--- src/rtl/servo_pkg.sv ---
// Shared definitions for the servo readback transmitter.
//   DEF_DATA_W : default bits per channel byte
//   HDR_TAG    : upper-nibble tag of the optional frame header byte
//   state_t    : transmitter state encoding
//   clog2      : ceiling log2 for sizing counters
package servo_pkg;

    localparam int unsigned DEF_DATA_W = 8;
    localparam logic [7:0]  HDR_TAG    = 8'hA0;

    typedef enum logic [1:0] {
        ST_IDLE  = 2'd0,
        ST_SHIFT = 2'd1,
        ST_DONE  = 2'd2
    } state_t;

    // Smallest r with 2**r >= v; 0 for v <= 1.
    function automatic int unsigned clog2(input int unsigned v);
        int unsigned r;
        r = 0;
        for (int i = 0; i < 32; i++) begin
            if ((33'd1 << i) < 33'(v)) begin
                r = 32'(i + 1);
            end
        end
        return r;
    endfunction

endpackage

--- src/rtl/servo_sync_edge.sv ---
// Multi-flop synchroniser for an asynchronous pin, plus one extra flop for
// edge detection. Pin events appear on rise_c/fall_c STAGES+1 clocks later
// as seen by a downstream register.
//   clk, rst : system clock, synchronous active-high reset
//   din      : asynchronous pin
//   level    : synchronised pin level
//   rise_c   : one-clk pulse on a synchronised rising edge (combinational)
//   fall_c   : one-clk pulse on a synchronised falling edge (combinational)
module servo_sync_edge #(
    parameter int unsigned STAGES   = 2,
    parameter logic        IDLE_LVL = 1'b0
) (
    input  logic clk,
    input  logic rst,
    input  logic din,
    output logic level,
    output logic rise_c,
    output logic fall_c
);

    logic [STAGES-1:0] sync_q;
    logic              prev_q;

    // Synchroniser chain and edge-detect history, reset to the pin idle level.
    always_ff @(posedge clk) begin
        if (rst) begin
            sync_q <= {STAGES{IDLE_LVL}};
            prev_q <= IDLE_LVL;
        end else begin
            sync_q <= {sync_q[STAGES-2:0], din};
            prev_q <= sync_q[STAGES-1];
        end
    end

    assign level  = sync_q[STAGES-1];
    assign rise_c = sync_q[STAGES-1] & ~prev_q;
    assign fall_c = ~sync_q[STAGES-1] & prev_q;

endmodule

--- src/rtl/servo_spi_readback_tx.sv ---
// SPI-slave (mode 0) MISO transmitter for servo position readback.
// On cs_n falling edge all channel bytes are snapshotted and then shifted
// out MSB-first, channel 0 first, one bit per sck falling edge.
// Optional macro SERVO_READBACK_HEADER_EN prepends a header byte
// {4'hA, NUM_CH[3:0]} ahead of channel 0.
//   clk, rst   : system clock (>= 8x sck), synchronous active-high reset
//   sck, cs_n  : asynchronous SPI clock / chip select from master
//   ch_data    : flattened channel bytes, channel k at [k*DATA_W +: DATA_W]
//   miso       : serial data to master
//   miso_oe    : pad output enable, high while selected
//   busy       : high from frame start until cs_n deassert
//   frame_done : one-clk pulse when the final frame bit is sampled
//   abort      : one-clk pulse when cs_n rises before frame completion
module servo_spi_readback_tx
    import servo_pkg::*;
#(
    parameter int unsigned NUM_CH      = 8,
    parameter int unsigned DATA_W      = DEF_DATA_W,
    parameter int unsigned SYNC_STAGES = 2
) (
    input  logic                     clk,
    input  logic                     rst,
    input  logic                     sck,
    input  logic                     cs_n,
    input  logic [NUM_CH*DATA_W-1:0] ch_data,
    output logic                     miso,
    output logic                     miso_oe,
    output logic                     busy,
    output logic                     frame_done,
    output logic                     abort
);

`ifdef SERVO_READBACK_HEADER_EN
    localparam int unsigned HDR_BYTES = 1;
`else
    localparam int unsigned HDR_BYTES = 0;
`endif
    localparam int unsigned FRAME_BYTES = NUM_CH + HDR_BYTES;
    localparam int unsigned FRAME_BITS  = FRAME_BYTES * DATA_W;
    localparam int unsigned BYTE_W      = clog2(FRAME_BYTES + 1);
    localparam int unsigned BIT_W       = (DATA_W > 1) ? clog2(DATA_W) : 1;
    localparam int unsigned CNT_W       = clog2(FRAME_BITS + 1);
    localparam int unsigned POS_W       = (FRAME_BITS > 1) ? clog2(FRAME_BITS) : 1;
    localparam int unsigned SETTLE      = SYNC_STAGES + 1;
    localparam int unsigned SET_W       = clog2(SETTLE + 1);

    logic sck_level_unused;
    logic sck_rise, sck_fall;
    logic cs_level, cs_rise, cs_fall;

    servo_sync_edge #(.STAGES(SYNC_STAGES), .IDLE_LVL(1'b0)) u_sync_sck (
        .clk    (clk),
        .rst    (rst),
        .din    (sck),
        .level  (sck_level_unused),
        .rise_c (sck_rise),
        .fall_c (sck_fall)
    );

    servo_sync_edge #(.STAGES(SYNC_STAGES), .IDLE_LVL(1'b1)) u_sync_cs (
        .clk    (clk),
        .rst    (rst),
        .din    (cs_n),
        .level  (cs_level),
        .rise_c (cs_rise),
        .fall_c (cs_fall)
    );

    // Frame image: byte j of the frame lives at [j*DATA_W +: DATA_W].
    logic [FRAME_BITS-1:0] snap_c;
    logic [FRAME_BITS-1:0] shadow;
`ifdef SERVO_READBACK_HEADER_EN
    logic [DATA_W-1:0] header_c;
    assign header_c = DATA_W'(HDR_TAG | 8'(NUM_CH % 16));
    assign snap_c   = {ch_data, header_c};
`else
    assign snap_c   = ch_data;
`endif

    state_t            state;
    logic [BYTE_W-1:0] byte_idx, nxt_byte;
    logic [BIT_W-1:0]  bit_idx, nxt_bit;
    logic [CNT_W-1:0]  rise_cnt;
    logic [SET_W-1:0]  settle_cnt;
    logic              armed;
    logic [31:0]       pos_full;
    logic              nxt_miso;

    // Next bit position after an sck falling edge; past the last byte drives 0.
    always_comb begin
        nxt_bit  = bit_idx - BIT_W'(1);
        nxt_byte = byte_idx;
        if (bit_idx == '0) begin
            nxt_bit  = BIT_W'(DATA_W - 1);
            nxt_byte = byte_idx + BYTE_W'(1);
        end
        pos_full = 32'(nxt_byte) * 32'(DATA_W) + 32'(nxt_bit);
        nxt_miso = (nxt_byte < BYTE_W'(FRAME_BYTES)) ? shadow[POS_W'(pos_full)] : 1'b0;
    end

    // Shadow is pure datapath, loaded only at frame start.
    always_ff @(posedge clk) begin
        if (state == ST_IDLE && armed && cs_fall) begin
            shadow <= snap_c;
        end
    end

    // A frame may only start after cs_n has been seen high since reset, so a
    // pin left low across reset cannot masquerade as a fresh select.
    always_ff @(posedge clk) begin
        if (rst) begin
            settle_cnt <= '0;
            armed      <= 1'b0;
        end else if (settle_cnt != SET_W'(SETTLE)) begin
            settle_cnt <= settle_cnt + SET_W'(1);
        end else if (cs_level) begin
            armed <= 1'b1;
        end
    end

    // Transmitter FSM with registered outputs.
    always_ff @(posedge clk) begin
        if (rst) begin
            state      <= ST_IDLE;
            byte_idx   <= '0;
            bit_idx    <= '0;
            rise_cnt   <= '0;
            miso       <= 1'b0;
            miso_oe    <= 1'b0;
            busy       <= 1'b0;
            frame_done <= 1'b0;
            abort      <= 1'b0;
        end else begin
            frame_done <= 1'b0;
            abort      <= 1'b0;
            case (state)
                ST_IDLE: begin
                    if (armed && cs_fall) begin
                        byte_idx <= '0;
                        bit_idx  <= BIT_W'(DATA_W - 1);
                        rise_cnt <= '0;
                        miso     <= snap_c[DATA_W-1];
                        miso_oe  <= 1'b1;
                        busy     <= 1'b1;
                        state    <= ST_SHIFT;
                    end
                end
                ST_SHIFT: begin
                    if (cs_rise) begin
                        miso    <= 1'b0;
                        miso_oe <= 1'b0;
                        busy    <= 1'b0;
                        abort   <= 1'b1;
                        state   <= ST_IDLE;
                    end else if (sck_rise) begin
                        rise_cnt <= rise_cnt + CNT_W'(1);
                        if (rise_cnt == CNT_W'(FRAME_BITS - 1)) begin
                            frame_done <= 1'b1;
                            miso       <= 1'b0;
                            state      <= ST_DONE;
                        end
                    end else if (sck_fall) begin
                        bit_idx  <= nxt_bit;
                        byte_idx <= nxt_byte;
                        miso     <= nxt_miso;
                    end
                end
                ST_DONE: begin
                    miso <= 1'b0;
                    if (cs_rise) begin
                        miso_oe <= 1'b0;
                        busy    <= 1'b0;
                        state   <= ST_IDLE;
                    end
                end
                default: begin
                    state <= ST_IDLE;
                end
            endcase
        end
    end

endmodule

--- config.mk ---
export PLATFORM = sky130hd
export DESIGN_NAME = servo_spi_readback_tx
export DESIGN_NICKNAME = d
export VERILOG_FILES = /design/src/rtl/servo_pkg.sv /design/src/rtl/servo_sync_edge.sv /design/src/rtl/servo_spi_readback_tx.sv
export SDC_FILE = /design/constraint.sdc
export NUM_CORES = 1
export LEC_CHECK = 0
export BUFFER_PORTS_ARGS = -buffer_cell sky130_fd_sc_hd__clkbuf_2
export CORE_MARGIN = 2
export CORE_UTILIZATION = 35
export DETAILED_ROUTE_END_ITERATION = 8
export SLEW_MARGIN = 20
export SYNTH_ARGS = -nofsm -noshare
export SYNTH_HDL_FRONTEND = slang
export SYNTH_SLANG_ARGS = --single-unit
--- constraint.sdc ---
create_clock -name clk -period 14.45 [get_ports clk]
set_input_delay 0.7225 -clock clk [delete_from_list [all_inputs] [get_ports clk]]
set_output_delay 0.7225 -clock clk [all_outputs]
set_load 0.005 [all_outputs]
==> summary.md, run 1 <==
| Metric | Value |
|---|---|
| Post-synth EDFFs | `64` |
| Top cells by area in the synthesized netlist | `sky130_fd_sc_hd__edfxtp_1 46%, sky130_fd_sc_hd__dfxtp_1 14%, sky130_fd_sc_hd__ha_1 3.3%` |
| Height of the die | `around 110 um` |
| Max_slew headroom | `0.379` |
| Max Cap Violations | `0` |
| DP HPWL | `approximately 6000 um` |
| Buffers on Ports | `72` |
| CTS H-Tree Depth | `3` |
| Post-route met1 wirelength | `a little under 4000 um` |
| FFs w/ async S/R, synth | `0` |
| Placeable core region | `between 10,000 and 15,000 sq um` |
| Hold/Removal Path Class | `reg -> reg` |
| Hold_ws | `just over 400 ps` |
| Maximum fanout encountered on the critical timing path | `19` |
| Number of setup violations in the final report | `0` |
| Routed via count divided by cell count | `approximately 5` |
| Violated checks | `DRC` |
| Final count of pins violating max slew | `0` |
| Worst Setup Path Type | `reg -> reg` |
| Top post-synthesis cells by count | `64 x sky130_fd_sc_hd__edfxtp_1, 29 x sky130_fd_sc_hd__dfxtp_1, 24 x sky130_fd_sc_hd__nand2_1, 21 x sky130_fd_sc_hd__nor2_1, 17 x sky130_fd_sc_hd__a21oi_1` |
| Area growth from synthesis to layout | `17.8%` |
| Width of the die | `~110 um` |
| Mapped Area | `around 4200 sq um` |
| I/O pin count | `73` |
| Inserted Clock Buffers | `9` |
| Detail Route met2 WL | `around 4000 um` |
| Number of buffers on the longest clock path | `2` |
| Antenna Diode Count | `0` |
| Run status | `finished, violations left` |
| Hold Path Cell Cnt | `1` |
| Primary flip-flop cell chosen by synthesis mapping | `sky130_fd_sc_hd__edfxtp_1` |
| First-pass GRT wire length | `13,700 um` |
| Total power per unit cell area | `roughly 140 nW/um^2` |
| Initial core utilization | `0.361` |
| Ratio of cells with drive above 1 in the final layout | `0.270` |
| Number of antenna violations at the first check in global routing | `0` |
| Post-detailed-routing wire length | `roughly 8400 um` |
| Number of cells traversed by the worst register-to-register path | `9` |
| Clock sink count | `a little over 90` |
| Fmax achieved | `269 MHz` |
| Synthesized area per cell | `12.4 sq um` |
| Series of cell instances along the critical path | `inv_1, ha_1, nand2b_1, nand2_1, o211ai_1, a21oi_1, a211o_1, o221a_1, o32ai_2` |
| Library cells used by synthesis | `60` |
| Post-synthesis compound-gate area fraction | `0.126` |
| Critical Path Max Stage Delay | `830 ps` |
| Flop and latch count out of synthesis | `93` |
| Element type at the critical path start | `register` |
| Clock latency on the worst-skew pair | `between 300 and 400 ps` |
| Arithmetic-cell share of the synthesized area counting full adders, half adders and majority gates | `0.0331` |
| Remaining Overflow, GRT | `0` |
| Drt drc | `1` |
| Final Hold Vio Count | `0` |
| Worst-case clock skew | `between 3 and 4 ps` |
| Synthesized-area fraction occupied by and/or/nand/nor cells | `0.123` |
| Count of yosys warnings during synthesis | `0` |
| Pin count of the biggest net entering global routing | `65` |
| Worst path required time | `between 10,000 and 15,000 ps` |
| Highest layer used for signal routing | `met4` |
| Fin nets | `approximately 480` |
| Drt first pass iters | `6` |
| Routed met3 length | `417 um` |
| Final cell count without fillers | `546` |
| Post-synthesis cell count | `335` |
| Unrepaired setup endpoints after global routing | `false` |
| Post CTS Setup Buffer Count | `0` |
| WP data arrival | `slightly below 4000 ps` |
| Slew at the pin with the worst max-slew slack | `931 ps` |
| Top cell type's share of synthesized area | `0.463` |
| Main combinational cell family by area after synthesis | `compound AO/OA/AOI/OAI gates` |
| Post_cts resized | `0` |
| Shortest period the worst path allows | `3720 ps` |
| Register clock-pin slew on the reported worst setup and hold paths | `60 ps` |
| Hold buffer count at CTS | `0` |
| Total Neg Setup Slack | `0 ps` |
| Sequential share of the synthesized area | `0.602` |
| Fin crit share | `0.257` |
| Placed Cells incl. Taps | `about 530` |
| Element type at the critical path end | `register` |
| Worst ir drop on vdd | `approximately 74 uV` |
| Weighted congestion reported at the end of routability-driven placement | `just under 0.9` |
| TritonCTS clock tree | `built` |
| Initial detailed-routing violation count | `200` |
| Slowest-stage cell, CP | `sky130_fd_sc_hd__dfxtp_1` |
| Xor/xnor cell area share of the yosys netlist | `0.0229` |
| Wire length per cell | `15.3 um` |
| Row count | `39` |
| Total die area | `12,800 sq um` |
| Total track usage | `0.140` |
| Multiplexer fraction of the synthesized cell area | `0.0560` |
| Number of antenna-violating nets in the routed design | `0` |
| Number of global-route vias before repair | `2,781` |
| Area leader, netlist | `sky130_fd_sc_hd__edfxtp_1` |
| Via count | `between 2,000 and 3,000` |
| Leakage dissipation | `roughly 1.8 nW` |
| Post-synthesis net count | `414` |
| Most frequently used cell type in the post-synthesis netlist | `sky130_fd_sc_hd__edfxtp_1` |
| CTS Root Buffer Type | `sky130_fd_sc_hd__clkbuf_16` |
cell families after synthesis:
kind of cell,count (synthesis)
flip-flops,93
buffers and inverters,29
adder cells (fa/ha/maj),11
XOR/XNOR,10
AO/OA/AOI/OAI,73
AND/OR/NAND/NOR,99
multiplexers,20
sequential cells by signal (all words and copies together), names as in the netlist, 2 cells and up:
signal             count
u_sync_cs.sync_q       2
shadow                64
state                  2
u_sync_sck.sync_q      2
bit_idx                3
settle_cnt             2
byte_idx               4
rise_cnt               7
worst max-delay path: cells and delay by family (launching register included):
| kind | cells | cell delay [ps] |
|---|---|---|
| compound gates | 5 | 1050 |
| fa+ha+maj | 1 | 410 |
| buf+inv | 1 | 460 |
| simple gates | 2 | 870 |
| flops | 1 | 830 |
stage by stage:
stage	instance area (sq um)	power, W	util	worst slack (ps)
finish	4890	0.000685	0.425	10730
global route	4890	0.000719	0.425	10390
CTS	4890	0.000694	0.425	10630
detailed placement	4590	0.000449	0.399	10650
global placement	4590	0.000447	0.399	10790
floorplan	4160	0.000425	-	8520
cell usage in the layout, fill, tap and decap left out, drive strengths merged, types with 4 or more instances in the layout:
cell type	count
nand2	25
nor2b	8
ha	11
edfxtp	64
o22ai	7
a311oi	4
mux2i	12
a211oi	8
nand4	5
a21oi	17
nor2	22
mux2	6
nand3	7
nand2b	4
xnor2	6
dfxtp	29
xor2	4
o21ai	8
and3	5
o211ai	4
nor3	9
clkbuf	81
inv	10
layer usage:
metal,GRT usage,vias up
met3,0.0450,14
met5,0,-
met2,0.218,69
li1,-,1391
met1,0.178,1286
met4,0.0650,0
final timing paths:
check / start / to / slack (ps)
setup / recovery: bit_idx[0] / miso / 10730
hold reg to reg: u_sync_cs.sync_q[0] / u_sync_cs.sync_q[1] / 410
hold / removal: u_sync_cs.sync_q[0] / u_sync_cs.sync_q[1] / 410
setup reg to reg: bit_idx[0] / miso / 10730
report_power, final:
part           internal, W  switching, W  leakage [nW]
combinational    0.0000602     0.0000815         0.825
sequential        0.000292    0.00000982         0.811
clock             0.000149     0.0000934         0.143
cell type report:
class / count / area (sq um)
fill: 1106 / 6620
sequential: 93 / 2500
multi-input combinational: 213 / 1510
timing repair buffer: 73 / 368
clock buffer: 9 / 225
tap: 143 / 179
clock inverter: 5 / 77.6
inverter: 10 / 37.5
Note: power is estimated with default switching activity, not from simulation.
==> run 2: changes to the inputs <==
==> constraint.sdc (replaced) <==
create_clock -name clk -period 3.2 [get_ports clk]
set_input_delay 0.16 -clock clk [delete_from_list [all_inputs] [get_ports clk]]
set_output_delay 0.16 -clock clk [all_outputs]
set_load 0.005 [all_outputs]
==> summary.md, run 2 (synthesized netlist as in run 1, its figures left out) <==
| Metric | Value |
|---|---|
| Run status | `finished, violations left` |
| Violated checks | `DRC` |
| CTS Root Buffer Type | `sky130_fd_sc_hd__clkbuf_16` |
| Most frequent cells in the layout | `72 x sky130_fd_sc_hd__clkbuf_2, 64 x sky130_fd_sc_hd__edfxtp_1, 61 x sky130_fd_sc_hd__dlygate4sd3_1, 29 x sky130_fd_sc_hd__dfxtp_1, 24 x sky130_fd_sc_hd__nand2_1` |
| Worst Setup Path Type | `reg -> reg` |
| Combinational share of power | `0.234 (+0.027)` |
| Slew at the pin with the worst max-slew slack | `925 ps (-6.31 ps)` |
| Fill cell instance count of the final layout | `1,056 (-4.5%)` |
| Remaining Overflow, GRT | `0 (unchanged)` |
| Leakage dissipation | `2.07 nW (+16%)` |
| Shortest period the worst path allows | `2640 ps (-1080 ps)` |
| Post-detailed-routing wire length | `9230 um (+10%)` |
| Slack of the worst reg-to-reg path | `560 ps (-10,170 ps)` |
| Ratio of cells with drive above 1 in the final layout | `0.240 (-0.0300)` |
| Element type at the critical path end | `register` |
| Reg-to-Reg Start | `bit_idx[0]` |
| Number of cells traversed by the worst register-to-register path | `8 (-1)` |
| Maximum fanout encountered on the critical timing path | `12 (-7)` |
| Worst path required time | `3410 ps (-11,300 ps)` |
| Row count | `39 (unchanged)` |
| Hold Path Cell Cnt | `1 (unchanged)` |
| Worst min-delay path startpoint | `ch_data[63]` |
| Register with the highest flop count | `shadow` |
| Max_slew headroom | `0.383 (+0.00420)` |
| Register clock-pin slew on the reported worst setup and hold paths | `60 ps (about the same)` |
| TritonCTS clock tree | `built` |
| Clock Power Share | `0.349 (-0.004)` |
| Pre-CTS setup slack | `583 ps (-10,070 ps)` |
| Buffers on Ports | `72 (unchanged)` |
| Initial core utilization | `0.361 (unchanged)` |
| Post-layout worst setup margin | `563 ps (-10,170 ps)` |
| Number of global-route vias before repair | `3,181 (+14%)` |
| Drt first pass iters | `7 (+1)` |
| Final Hold Vio Count | `0 (unchanged)` |
| Via count | `3,073 (+11%)` |
| Hold_ws | `10.5 ps (-397 ps)` |
| Drt drc | `2 (+1)` |
| Number of buffers on the longest clock path | `2 (unchanged)` |
| Antenna Diode Count | `0 (unchanged)` |
| Post_cts resized | `0 (unchanged)` |
| Clock latency on the worst-skew pair | `340 ps (about the same)` |
| CTS H-Tree Depth | `3 (unchanged)` |
| Element type at the critical path start | `register` |
| Max FFs per register | `64 (unchanged)` |
| Final count of pins violating max slew | `0 (unchanged)` |
| Width of the die | `113 um (unchanged)` |
| Hold-critical path endpoint | `shadow[63]` |
| Height of the die | `113 um (unchanged)` |
| Total track usage | `0.154 (+0.0142)` |
| Fin crit share | `0.824 (+0.567)` |
| Weighted congestion reported at the end of routability-driven placement | `0.786 (-9.5%)` |
| Routed via count divided by cell count | `5.01 (-0.83%)` |
| Placeable core region | `11,500 sq um (unchanged)` |
| Post-route met1 wirelength | `3880 um (+0.70%)` |
| Internal power | `0.00235 W (+370%)` |
| Worst reg2reg path endpoint | `miso` |
| Routed met3 length | `462 um (+11%)` |
| Total Neg Setup Slack | `0 ps (unchanged)` |
| Multi-input gate area | `1510 sq um (+0.42%)` |
| Fmax achieved | `379 MHz (+41%)` |
| Initial detailed-routing violation count | `199 (-0.50%)` |
| I/O pin count | `73 (unchanged)` |
| Fin nets | `544 (+14%)` |
| Wire length per cell | `15.1 um (-1.8%)` |
| WP data arrival | `2840 ps (-1140 ps)` |
| Number of antenna-violating nets in the routed design | `0 (unchanged)` |
| Switch share | `0.273 (+0.00376)` |
| Hold/Removal Path Class | `in -> reg` |
| Post CTS Setup Buffer Count | `0 (unchanged)` |
| Number of antenna violations at the first check in global routing | `0 (unchanged)` |
| Worst ir drop on vdd | `367 uV (+400%)` |
| Most frequent standard cell in the layout excluding fill and tap cells | `sky130_fd_sc_hd__clkbuf_2` |
| Unrepaired setup endpoints after global routing | `false` |
| Detail Route met2 WL | `4730 um (+21%)` |
| Inserted Clock Buffers | `9 (unchanged)` |
| Total die area | `12,800 sq um (unchanged)` |
| Reg area | `2500 sq um (unchanged)` |
| Total power per unit cell area | `581 nW/um^2 (+310%)` |
| Share of total power in sequential cells | `0.417 (-0.023)` |
| Registers with the most flip-flops | `shadow (64), rise_cnt (7), byte_idx (4)` |
| Number of setup violations in the final report | `0 (unchanged)` |
| Highest layer used for signal routing | `met4` |
| Clock sink count | `93 (unchanged)` |
| Area growth from synthesis to layout | `33.8%` |
| DP HPWL | `6090 um (+1.0%)` |
| First-pass GRT wire length | `15,200 um (+11%)` |
| Pin count of the biggest net entering global routing | `65 (unchanged)` |
| Switching power | `0.000882 W (+380%)` |
| Worst-case clock skew | `6.00 ps (+2.22 ps)` |
| Max Cap Violations | `0 (unchanged)` |
-- run 2: worst max path at each step --
stage	startpoint	end	slack (ps)	cells after the start
global route	bit_idx[0]	miso	320	9
finish	bit_idx[0]	miso	560	8
floorplan	state[0]	shadow[0]	440	3
detailed placement	bit_idx[0]	miso	580	8
global placement	bit_idx[0]	miso	670	8
CTS	bit_idx[0]	miso	580	8
-- run 2: area by class of cell --
| class | count | area share |
|---|---|---|
| timing repair buffer | 138 | 0.181 |
| sequential | 93 | 0.450 |
| clock buffer | 11 | 0.0419 |
| tap | 143 | 0.0322 |
| clock inverter | 5 | 0.0155 |
| inverter | 10 | 0.00675 |
| multi-input combinational | 213 | 0.272 |
-- run 2: metal layers --
layer | track usage | vias up
met2 | 0.270 | 85
met3 | 0.0439 | 15
li1 | - | 1523
met5 | 0 | -
met1 | 0.182 | 1450
met4 | 0.0528 | 0
-- run 2: power groups by stage --
stage	Combinational, W	Clock (W)	Sequential [W]
3_3_place_gp	0.000684	0	0.00137
5_1_grt	0.000825	0.00121	0.00135
3_5_place_dp	0.000695	0	0.00137
4_1_cts	0.000755	0.00116	0.00135
6_report	0.000754	0.00113	0.00135
2_1_floorplan	0.000563	0	0.00136
-- run 2: per-stage QoR --
step	area [sq um]	utilization	std cells	total power, W
CTS	5560	0.483	613	0.00326
detailed placement	4630	0.402	536	0.00207
floorplan	4170	-	335	0.00192
finish	5560	0.483	613	0.00323
global route	5560	0.483	613	0.00338
global placement	4630	0.402	536	0.00205
-- run 2: worst max-delay path: stages (launching register included) --
cell	delay (ps)
sky130_fd_sc_hd__dfxtp_1	310
sky130_fd_sc_hd__inv_1	90
sky130_fd_sc_hd__ha_1	330
sky130_fd_sc_hd__nor3_2	100
sky130_fd_sc_hd__a21oi_1	730
sky130_fd_sc_hd__mux4_2	410
sky130_fd_sc_hd__o2111ai_1	200
sky130_fd_sc_hd__o221a_1	230
sky130_fd_sc_hd__o32ai_2	90
-- run 2: timing repair --
action                                  in CTS  in global routing
endpoints found under the hold margin       61                  0
endpoints found under the setup margin       0                  0
hold buffers                                61                  0
==> run 3: changes to the inputs <==
==> constraint.sdc (replaced) <==
create_clock -name clk -period 2.24 [get_ports clk]
set_input_delay 0.112 -clock clk [delete_from_list [all_inputs] [get_ports clk]]
set_output_delay 0.112 -clock clk [all_outputs]
set_load 0.005 [all_outputs]
==> summary.md, run 3 (synthesized netlist as in run 1, its figures left out) <==
| Metric | Value |
|---|---|
| Placed Cells incl. Taps | `555 (+3.5%)` |
| Slack of the worst reg-to-reg path | `90 ps (-470 ps)` |
| Wire length per cell | `15.0 um (about the same)` |
| Number of antenna-violating nets in the routed design | `0 (unchanged)` |
| Switch share | `0.286 (+0.0131)` |
| Slew at the pin with the worst max-slew slack | `610 ps (-315 ps)` |
| Number of buffers on the longest clock path | `2 (unchanged)` |
| Shortest period the worst path allows | `2150 ps (-486 ps)` |
| Element type at the critical path start | `register` |
| Weighted congestion reported at the end of routability-driven placement | `0.865 (+10%)` |
| Violated checks | `DRC` |
| Worst-case clock skew | `9.47 ps (+3.47 ps)` |
| Number of antenna violations at the first check in global routing | `0 (unchanged)` |
| Critical Path Max Stage Delay | `420 ps (-310 ps)` |
| Run status | `finished, violations left` |
| Cell family with the largest share of critical-path delay | `compound AO/OA/AOI/OAI gates` |
| Buffers on Ports | `72 (unchanged)` |
| Row count | `39 (unchanged)` |
| Worst reg2reg path endpoint | `miso` |
| Reg-to-Reg Start | `bit_idx[0]` |
| Series of cell instances along the critical path | `inv_2, ha_2, nor3_4, a21oi_2, buf_4, nor3_1, o41ai_1, nor3_1, o32ai_2` |
| Max Cap Violations | `0 (unchanged)` |
| Fmax achieved | `465 MHz (+23%)` |
| CTS Root Buffer Type | `sky130_fd_sc_hd__clkbuf_16` |
| Final count of pins violating max slew | `0 (unchanged)` |
| Worst path required time | `2490 ps (-920 ps)` |
| Height of the die | `113 um (unchanged)` |
| Final cell count without fillers | `639 (+4.2%)` |
| TritonCTS clock tree | `built` |
| Final Hold Vio Count | `0 (unchanged)` |
| DP HPWL | `6300 um (+3.5%)` |
| Drt first pass iters | `6 (-1)` |
| Most frequent standard cell in the layout excluding fill and tap cells | `sky130_fd_sc_hd__clkbuf_2` |
| Inserted Clock Buffers | `9 (unchanged)` |
| Leakage dissipation | `2.19 nW (+6.1%)` |
| Maximum fanout encountered on the critical timing path | `8 (-4)` |
| Clock latency on the worst-skew pair | `340 ps (about the same)` |
| Initial detailed-routing violation count | `184 (-7.5%)` |
| Number of cells traversed by the worst register-to-register path | `9 (+1)` |
| Startpoint of the most critical setup path | `bit_idx[0]` |
| First-pass GRT wire length | `16,100 um (+5.3%)` |
| Register clock-pin slew on the reported worst setup and hold paths | `70 ps (about the same)` |
| Clock Power Share | `0.319 (-0.030)` |
| Total track usage | `0.159 (+0.00511)` |
| Registers with the most flip-flops | `shadow (64), rise_cnt (7), byte_idx (4)` |
| Initial core utilization | `0.361 (unchanged)` |
| Most frequent cells in the layout | `72 x sky130_fd_sc_hd__clkbuf_2, 66 x sky130_fd_sc_hd__dlygate4sd3_1, 64 x sky130_fd_sc_hd__edfxtp_1, 27 x sky130_fd_sc_hd__dfxtp_1, 24 x sky130_fd_sc_hd__buf_4` |
| Width of the die | `113 um (unchanged)` |
| Via count | `3,147 (+2.4%)` |
| Area growth from synthesis to layout | `41.2%` |
| Cell occurring most often along the worst timing path | `sky130_fd_sc_hd__nor3_1` |
| Drt drc | `1 (-1)` |
| Switching power | `0.00138 W (+57%)` |
| Combined buffer and inverter count along the critical path | `2 (+1)` |
| Element type at the critical path end | `register` |
| Total power per unit cell area | `822 nW/um^2 (+41%)` |
| Cell area after placement | `4830 sq um (+4.3%)` |
| Antenna Diode Count | `0 (unchanged)` |
| Register with the highest flop count | `shadow` |
| CTS H-Tree Depth | `3 (unchanged)` |
| Hold-critical path endpoint | `miso` |
| Post-route cell area | `5870 sq um (+5.6%)` |
| Post-detailed-routing wire length | `9610 um (+4.1%)` |
| Fin nets | `570 (+4.8%)` |
| Ratio of cells with drive above 1 in the final layout | `0.310 (+0.0701)` |
| I/O pin count | `73 (unchanged)` |
| Remaining Overflow, GRT | `0 (unchanged)` |
| Max_slew headroom | `0.590 (+0.206)` |
| Hold/Removal Path Class | `in -> reg` |
| Combinational share of power | `0.283 (+0.049)` |
| Clock sink count | `93 (unchanged)` |
| Hold Path Cell Cnt | `4 (+3)` |
| Max FFs per register | `64 (unchanged)` |
| Worst Setup Path Type | `reg -> reg` |
| Unrepaired setup endpoints after global routing | `true` |
| Share of total power in sequential cells | `0.398 (-0.019)` |
| Total die area | `12,800 sq um (unchanged)` |
| Placeable core region | `11,500 sq um (unchanged)` |
| WP data arrival | `2400 ps (-440 ps)` |
| Slowest-stage cell, CP | `sky130_fd_sc_hd__o41ai_1` |
| Routed via count divided by cell count | `4.92 (-1.8%)` |
| Number of global-route vias before repair | `3,384 (+6.4%)` |
| Pin count of the biggest net entering global routing | `65 (unchanged)` |
| Internal power | `0.00344 W (+47%)` |
| Worst ir drop on vdd | `499 uV (+36%)` |
| Fin crit share | `0.960 (+0.136)` |
| Number of setup violations in the final report | `0 (unchanged)` |
| Worst min-delay path startpoint | `rst` |
[run 3: area by class of cell]
class                   count  area (sq um)
clock buffers               9           225
clock inverters             7          80.1
fillers                  1014          5650
inverters                  10          37.5
multi-input cells         213          1610
flip-flops and latches     93          2500
well taps                 143           179
repair buffers            164          1230
[run 3: how the worst max path moves through the flow]
stage,end,slack (ps),cells past startpoint
floorplan,shadow[0],-410,3
global placement,miso,90,9
detailed placement,miso,40,8
CTS,miso,3,8
global route,miso,-3,10
finish,miso,90,9
[run 3: stage by stage]
step                      hold WS [ps]  worst slack [ps]  total power (W)  setup TNS [ps]  utilization
after floorplan                    184              -413          0.00280          -26460            -
after global placement             288              94.1          0.00313               0        0.419
after detailed placement           291              41.2          0.00314               0        0.419
after CTS                          207              3.29          0.00477               0        0.503
after global routing               243             -3.50          0.00507           -3.50        0.509
final                              232              89.6          0.00482               0        0.509
[run 3: metal layers]
layer,part of all wire,track usage,up-vias
li1,-,-,1572
met1,0.43,0.193,1476
met2,0.51,0.278,88
met3,0.045,0.0305,11
met4,0.012,0.0699,0
met5,0,0,-
[run 3: worst register-to-register path, cell delays in order, from the launching register on]
cell and delay (ps):
sky130_fd_sc_hd__dfxtp_1 320, sky130_fd_sc_hd__inv_2 90, sky130_fd_sc_hd__ha_2 310, sky130_fd_sc_hd__nor3_4 60, sky130_fd_sc_hd__a21oi_2 280, sky130_fd_sc_hd__buf_4 220
sky130_fd_sc_hd__nor3_1 60, sky130_fd_sc_hd__o41ai_1 420, sky130_fd_sc_hd__nor3_1 110, sky130_fd_sc_hd__o32ai_2 200
[run 3: repair_timing]
action | CTS | global route
setup endpoints to repair | 0 | 2
resized for setup | 0 | 12
setup buffers | 0 | 2
hold buffers | 66 | 0
endpoints found under the hold margin | 66 | 0
[run 3: power groups by stage]
| stage | Clock [W] | Sequential [W] | Combinational [W] |
|---|---|---|---|
| after floorplan | 0 | 0.00194 | 0.000863 |
| after global placement | 0 | 0.00195 | 0.00117 |
| after detailed placement | 0 | 0.00196 | 0.00119 |
| after CTS | 0.00158 | 0.00192 | 0.00128 |
| after global routing | 0.00166 | 0.00192 | 0.00148 |
| final | 0.00154 | 0.00192 | 0.00136 |
